--- config.mk ---
export PLATFORM = sky130hd
export DESIGN_NAME = traffic_light_ctrl
export DESIGN_NICKNAME = d
export VERILOG_FILES = /design/src/rtl/traffic_light_ctrl.sv
export SDC_FILE = /design/constraint.sdc
export NUM_CORES = 1
export LEC_CHECK = 0
export CORE_MARGIN = 2
export CORE_UTILIZATION = 40
export CTS_BUF_LIST = sky130_fd_sc_hd__clkbuf_16
export CTS_CLUSTER_DIAMETER = 150
export CTS_CLUSTER_SIZE = 30
export DETAILED_ROUTE_END_ITERATION = 6
export SYNTH_ARGS = -nofsm -noshare
export SYNTH_HDL_FRONTEND = slang
export SYNTH_SLANG_ARGS = --single-unit
--- constraint.sdc ---
create_clock -name clk -period 2.3 [get_ports clk]
set_input_delay 0.23 -clock clk [delete_from_list [all_inputs] [get_ports clk]]
set_output_delay 0.23 -clock clk [all_outputs]
set_load 0.01 [all_outputs]
--- src/rtl/traffic_light_ctrl.sv ---
// traffic_light_ctrl: two-road traffic light sequencer with a per-tick
// countdown and a pedestrian request that shortens green and lights walk.
//
// Ports:
//   clk      - system clock
//   rstn     - synchronous active-low reset
//   ped_req  - pedestrian button (already synchronised), any high cycle counts
//   ns_light - north-south lamps {red, yellow, green}, one-hot
//   ew_light - east-west lamps {red, yellow, green}, one-hot
//   value    - ticks remaining in the current phase (never 0 after reset)
//   walk     - pedestrian walk lamp, only lit during an all-red phase
module traffic_light_ctrl #(
  parameter int unsigned TICK_DIV = 100_000_000,
  parameter int unsigned GREEN_S  = 15,
  parameter int unsigned YELLOW_S = 3,
  parameter int unsigned ALLRED_S = 1,
  parameter int unsigned PED_CUT  = 5
) (
  input  logic       clk,
  input  logic       rstn,
  input  logic       ped_req,
  output logic [2:0] ns_light,
  output logic [2:0] ew_light,
  output logic [3:0] value,
  output logic       walk
);

  localparam int unsigned TW = (TICK_DIV > 1) ? $clog2(TICK_DIV) : 1;
  localparam logic [TW-1:0] TCNT_MAX = TW'(TICK_DIV - 1);

  localparam logic [3:0] GREEN_V  = 4'(GREEN_S);
  localparam logic [3:0] YELLOW_V = 4'(YELLOW_S);
  localparam logic [3:0] ALLRED_V = 4'(ALLRED_S);
  localparam logic [3:0] CUT_V    = 4'(PED_CUT);

  localparam logic [2:0] LAMP_RED    = 3'b100;
  localparam logic [2:0] LAMP_YELLOW = 3'b010;
  localparam logic [2:0] LAMP_GREEN  = 3'b001;

  // Reject parameter sets that would allow 4-bit countdown wrap or a 0-length phase
  if (TICK_DIV < 2 || GREEN_S < 1 || GREEN_S > 15 || YELLOW_S < 1 || YELLOW_S > 15 ||
      ALLRED_S < 1 || ALLRED_S > 15 || PED_CUT < 1 || PED_CUT > GREEN_S) begin : g_param_err
    $error("traffic_light_ctrl: parameter out of range");
  end

  typedef enum logic [2:0] {
    NS_GREEN  = 3'd0,
    NS_YELLOW = 3'd1,
    ALLRED_A  = 3'd2,
    EW_GREEN  = 3'd3,
    EW_YELLOW = 3'd4,
    ALLRED_B  = 3'd5
  } state_t;

  state_t        state, state_nxt, succ;
  logic [3:0]    succ_dur;
  logic [3:0]    value_nxt;
  logic [TW-1:0] tcnt, tcnt_nxt;
  logic          tick;
  logic          ped_pend, pend_nxt;
  logic          walk_nxt;
  logic          req_any;
  logic [2:0]    ns_nxt, ew_nxt;

  assign tick    = (tcnt == TCNT_MAX);
  assign req_any = ped_pend | ped_req;

  // Successor phase and its duration
  always_comb begin
    succ     = NS_GREEN;
    succ_dur = GREEN_V;
    case (state)
      NS_GREEN:  begin succ = NS_YELLOW; succ_dur = YELLOW_V; end
      NS_YELLOW: begin succ = ALLRED_A;  succ_dur = ALLRED_V; end
      ALLRED_A:  begin succ = EW_GREEN;  succ_dur = GREEN_V;  end
      EW_GREEN:  begin succ = EW_YELLOW; succ_dur = YELLOW_V; end
      EW_YELLOW: begin succ = ALLRED_B;  succ_dur = ALLRED_V; end
      default:   begin succ = NS_GREEN;  succ_dur = GREEN_V;  end
    endcase
  end

  // Next-state, countdown, pedestrian and lamp decode
  always_comb begin
    tcnt_nxt  = tick ? '0 : tcnt + TW'(1);
    state_nxt = state;
    value_nxt = value;
    walk_nxt  = walk;
    pend_nxt  = req_any;
    ns_nxt    = LAMP_RED;
    ew_nxt    = LAMP_RED;

    if (tick) begin
      if (value == 4'd1) begin
        state_nxt = succ;
        value_nxt = succ_dur;
        if (succ == ALLRED_A || succ == ALLRED_B) begin
          // Entering all-red serves the request, including one arriving this cycle
          walk_nxt = req_any;
          pend_nxt = 1'b0;
        end else begin
          walk_nxt = 1'b0;
        end
      end else if ((state == NS_GREEN || state == EW_GREEN) && req_any && value > CUT_V) begin
        value_nxt = CUT_V;
      end else begin
        value_nxt = value - 4'd1;
      end
    end

    case (state_nxt)
      NS_GREEN:  ns_nxt = LAMP_GREEN;
      NS_YELLOW: ns_nxt = LAMP_YELLOW;
      EW_GREEN:  ew_nxt = LAMP_GREEN;
      EW_YELLOW: ew_nxt = LAMP_YELLOW;
      default:   begin ns_nxt = LAMP_RED; ew_nxt = LAMP_RED; end
    endcase
  end

  // State and output registers
  always_ff @(posedge clk) begin
    if (!rstn) begin
      state    <= NS_GREEN;
      value    <= GREEN_V;
      tcnt     <= '0;
      ped_pend <= 1'b0;
      walk     <= 1'b0;
      ns_light <= LAMP_GREEN;
      ew_light <= LAMP_RED;
    end else begin
      state    <= state_nxt;
      value    <= value_nxt;
      tcnt     <= tcnt_nxt;
      ped_pend <= pend_nxt;
      walk     <= walk_nxt;
      ns_light <= ns_nxt;
      ew_light <= ew_nxt;
    end
  end

endmodule

# Yosys cells after proc, flatten, opt, wreduce, memory -nomap -nowiden
# Index checks and enable logic that the tools add are counted.
[word_totals]
mem_bits_rw = 0
rom_bits = 0
register_bits = 42
latch_bits = 0
mem_count = 0
[classes]
n_mux = 12
eq_ne = 11
n_addsub = 2
n_reduce_logical = 10
bitwise_logic = 2
n_lt_le_gt_ge = 1
n_mul = 0
div_mod_pow = 0
n_shift = 0
[ops]
columns = ["operator", "n"]
rows = [
  ["$add A27 B1 Y27 const B", 1],
  ["$eq A27 B27 Y1 const B", 1],
  ["$pmux W3 S5", 1],
  ["$eq A3 B2 Y1 const B", 4],
  ["$pmux W3 S2", 2],
  ["$eq A3 B3 Y1 const B", 3],
  ["$mux W4", 2],
  ["$pmux W4 S2", 1],
  ["$eq A3 B1 Y1 const B", 2],
  ["$logic_not A3 Y1", 2],
  ["$mux W3", 2],
  ["$reduce_or A2 Y1", 3],
  ["$eq A4 B1 Y1 const B", 1],
  ["$gt A4 B3 Y1 const B", 1],
  ["$mux W1", 4],
  ["$sub A4 B1 Y4 const B", 1],
  ["$logic_and A1 B1 Y1", 2],
  ["$logic_or A1 B1 Y1", 2],
  ["$reduce_and A2 Y1", 1],
  ["$not A1 Y1", 1],
  ["$or A1 B1 Y1", 1],
]

# Logic depth before layout (Yosys ltp)
[depth]
word_depth = 7
mapped_depth = 7
depth_no_buf = 6

# Least setup slack after synthesis
# Ideal clock, no wire load.
[synth_timing]
path_kind = "flip-flop to flip-flop"
startpoint = "reg value[0]"
endpoint = "reg ns_light[2]"
stages_incl_launch_ff = 7
n_path_buf = 1
arrival_time_ns = 2.072
t_required_ns = 2.184
path_slack_ns = 0.112
synth_period_minus_slack_ns = 2.188
path_cell_list = "dfxtp_1 ha_1 or3b_1 clkbuf_1 nor4_1 nand4b_1 and3_1"
[synth_via]
elab_chain_cells = 5
elab_cells_between_ends = 6
[synth_lines]
columns = ["item", "line_no", "rtl"]
rows = [
  ["from (decl)", "24", "output logic [3:0] value,"],
  ["from (signal assigned)", "131", "value <= value_nxt;"],
  ["$eq A4 B1 Y1 *", "93", "if (value == 4'd1) begin"],
  ["$mux W3 *", "93", ""],
  ["$mux W3 *", "92", "if (tick) begin"],
  ["$eq A3 B1 Y1 / $logic_not A3 Y1 (equally long branches)", "110", "case (state_nxt)"],
  ["$pmux W3 S2 *", "110", ""],
  ["to (signal assigned)", "135", "ns_light <= ns_nxt;"],
  ["to (decl)", "22", "output logic [2:0] ns_light,"],
]
# Mark *: on every way between the ends. The rest lies on a longest branch, timed or not.
# A chain may end at the register's enable or synchronous reset.

# Worst setup path after layout
[layout_timing]
startpoint = "reg tcnt[12]"
endpoint = "reg ns_light[1]"
[layout_via]
elab_chain_cells = 4
elab_cells_between_ends = 5
[layout_lines]
columns = ["item", "line_no", "rtl"]
rows = [
  ["from (decl)", "58", "logic [TW-1:0] tcnt, tcnt_nxt;"],
  ["from (signal assigned)", "132", "tcnt <= tcnt_nxt;"],
  ["$eq A27 B27 Y1 *", "65", "assign tick = (tcnt == TCNT_MAX);"],
  ["$mux W3 *", "92", ""],
  ["$eq A3 B1 Y1 / $logic_not A3 Y1 (equally long branches)", "110", ""],
  ["$pmux W3 S2 *", "110", ""],
]
# Marked as above.

==> impl_metrics.yaml <==
outcome:
  run_status: "finished, final reports clean"
detailed_routing:
  drt_iter0_drc: 116
  firstDrtPassIters: 4
  avgViaCountPerCell: 5.38
  routed_wl_um: 4460
  wire_per_inst_um: 12.8
  drc: 0
  num_vias: 1872
  ant_nets: 0
sta:
  fin_ws_ns: 0.0906
  tns_ns: 0
  worst-slew-pin-transition_ns: 0.460
  setup_viol: 0
  hold_viol: 0
  slew_headroom: 0.693
  grt_setup_unrepaired: "false"
  skew_ns: 0.00696
  fmax_mhz: 453
  period_share: 0.961
  maxSlewViolCount: 0
  fin_crit_ns: 2.21
setup_path:
  worst_ep_arrival_time_ns: 2.42
  cpPeakStageDelay_ns: 0.58
  critPathLaunchType: "flip-flop"
  cp_num_buf_inv: 0
  critical-path-top-delay-family: "simple AND/OR/NAND/NOR gates"
  r2r-start: "tcnt[12]"
  crit_type: "flip-flop to flip-flop"
  r2r_cells: 4
  reg2reg_slack_ns: 0.09
  critPathRequiredTime_ns: 2.51
  end_kind: "flip-flop"
  timing.rr.end: "ns_light[1]"
  crit_path_cell_trace: "or4_1 > or4_1 > or4_1 > a21oi_1"
  crit_top_cell: "or4_1"
  path_max_fanout: 3
  crit_slowest_cell: "or4_1"
  startpoint: "tcnt[12]"
floorplanning:
  chipWidth_um: 76.1
  io_pins: 14
  die_area_mm2: 0.00579
  die_h_um: 76.1
  start_util: 0.410
  core_region_area_mm2: 0.00507
  num_rows: 26
synth:
  synth_flop_cell: "dfxtp_1"
  syn_area_mm2: 0.00208
  synth.avg_cell_area_um2: 8.45
  syn_inst: 246
  synth-seq-cells: 42
  ys_types: 44
  synth_edf_count: 0
  yosys_warnings: 0
  synthArstFlopShare: 0
  ys_seq_area_frac: 0.405
  syn_nets: 252
finish:
  nNetsFinal: 283
  synthToLayoutAreaGrowth_pct: 24.6
  fin_area_mm2: 0.00259
  seq_area_um2: 841
  drive_gt1_frac: 0.133
  multi_input_area_mm2: 0.00117
  fillers: 499
  antennaDiodeCount: 0
grt:
  antenna_found_initial: 0
  grt-ovfl-total: 0
  grt_use_total: 0.170
  grt_max_degree: 27
  grt_pass1_wl_um: 8340
  grt_pass1_vias: 1821
clocking:
  clock_latency_ns: 0.28
  root_buffer: "clkbuf_16"
  clkTransAtPathRegs_ns: 0.06
  cts_max_path_buffers: 2
  hold_buffers: 0
  cts_buffers: 5
  cts_max_level: 2
  cts_tree: "built"
  cts_setup_buffers: 0
  cts_sinks: 42
placement:
  numPortBuffers: 13
  pre_cts_slack_ns: -0.0207
  place_hpwl_um: 3210
  dpl-instance-area_mm2: 0.00243
  place_congestion: 0.823
hold_path:
  hold_path_depth: 2
  hold_path_end: "walk"
  hold_class: "flip-flop to flip-flop"
  hp-start: "walk"
power_and_ir_drop:
  p_clk_frac: 0.450
  sw_frac_of_total: 0.221
  power.switching_mw: 0.336
  p_seq_frac: 0.497
  max-vdd-ir-drop_mv: 0.511
  p_comb_frac: 0.053
  powerDensity_mw_per_mm2: 585
  total_power_mw: 1.52
  intPower_mw: 1.18
  p_leak_nw: 0.854
job:
  maxCapViolCount: 0
[flip-flops by register name, summed over array words and instances, names as in the netlist]
name,flops
tcnt,27
value,4
ew_light,3
ns_light,3
state,3
ped_pend,1
walk,1
[cell type report]
class | count | area share
clock buffers | 5 | 0.0483
multi-input cells | 184 | 0.452
clock inverters | 3 | 0.00821
inverters | 8 | 0.0116
well taps | 70 | 0.0338
repair buffers | 36 | 0.122
flip-flops and latches | 42 | 0.325
[worst min-delay path, stage by stage, from the launching register on]
cell and delay, ns:
dfxtp_1 0.31, o21ai_0 0.06, a21boi_0 0.07
[placed cells by master (no fill, tap or decap), types with 2 or more instances in the layout]
master           Yosys  layout
dfxtp_1             42      42
nor2_1              24      24
buf_4                2      22
a21oi_1             18      18
o21ai_0             15      15
clkdlybuf4s50_1      0      13
nand3_1             12      12
xnor2_1             12      12
or3_1               11      11
nand4_1             10      10
nand2_1             10      10
inv_1                8       8
or4_1                9       8
nor3_1               7       7
nor4_1               7       6
clkbuf_16            0       5
xor2_1               4       4
o211ai_1             4       4
nand4b_1             3       3
nand2b_1             3       3
o31ai_1              3       3
ha_1                 3       3
nand3b_1             2       2
nor2b_1              2       2
and3_1               2       2
a21boi_0             2       2
o21a_1               2       2
and4_1               2       2
[power groups by stage]
| stage | Sequential [mW] | Clock (mW) | Combinational, mW |
|---|---|---|---|
| after floorplan | 0.763 | 0 | 0.0557 |
| after global placement | 0.769 | 0 | 0.0774 |
| after detailed placement | 0.769 | 0 | 0.0776 |
| after CTS | 0.753 | 0.697 | 0.0790 |
| after global routing | 0.755 | 0.738 | 0.0908 |
| final | 0.753 | 0.683 | 0.0803 |
[what timing repair did]
action / in CTS / in global routing
hold endpoints to repair: 0 / 0
gates cloned: 0 / 0
pin swaps: 0 / 0
gates resized for setup: 1 / 3
endpoints found under the setup margin: 1 / 4
[synth_stat cells, types with 2 or more instances]
master      n  area (um^2)
a2111oi_0   2         17.5
a21boi_0    2         15.0
a21oi_1    18         90.1
and3_1      2         12.5
and4_1      2         17.5
buf_4       2         15.0
clkbuf_1    9         33.8
dfxtp_1    42          841
ha_1        3         37.5
inv_1       8         30.0
nand2_1    10         37.5
nand2b_1    3         18.8
nand3_1    12         60.1
nand3b_1    2         15.0
nand4_1    10         62.6
nand4b_1    3         26.3
nor2_1     24         90.1
nor2b_1     2         12.5
nor3_1      7         35.0
nor4_1      7         43.8
o211ai_1    4         30.0
o21a_1      2         15.0
o21ai_0    15         75.1
o31ai_1     3         22.5
or3_1      11         68.8
or4_1       9         67.6
xnor2_1    12          105
xor2_1      4         35.0
[logic make-up (layout without fill, tap and decap cells)]
kind of cell,after synthesis,after routing,share of synthesized area
AO/OA/AOI/OAI,55,55,0.169
XOR/XNOR,16,16,0.0674
adder cells (fa/ha/maj),3,3,0.0181
buffers and inverters,20,52,0.0403
flip-flops,42,42,0.405
multiplexers,1,1,0.00482
AND/OR/NAND/NOR,109,109,0.296
[routing by layer]
metal	vias up	part of all wire	track usage
li1	977	-	-
met1	861	0.49	0.225
met4	0	0.0058	0.0455
met5	-	0	0
met2	32	0.47	0.283
met3	2	0.039	0.0344
[how the worst max path moves through the flow]
| stage | endpoint | cells after the start | slack [ns] |
|---|---|---|---|
| after floorplan | ns_light[2] | 6 | 0.11 |
| after global placement | value[1] | 6 | -0.03 |
| after detailed placement | value[1] | 6 | -0.02 |
| after CTS | value[1] | 6 | 0.06 |
| after global routing | value[1] | 6 | 0.008 |
| final | ns_light[1] | 4 | 0.09 |
[stage by stage]
step                std cells  hold slack, ns  utilization
finish                    348           0.477        0.510
global route              348           0.538        0.510
CTS                       348           0.480        0.507
detailed placement        340           0.471        0.478
global placement          340           0.471        0.478
floorplan                 246           0.430            -
(Power assumes the default switching activity.)
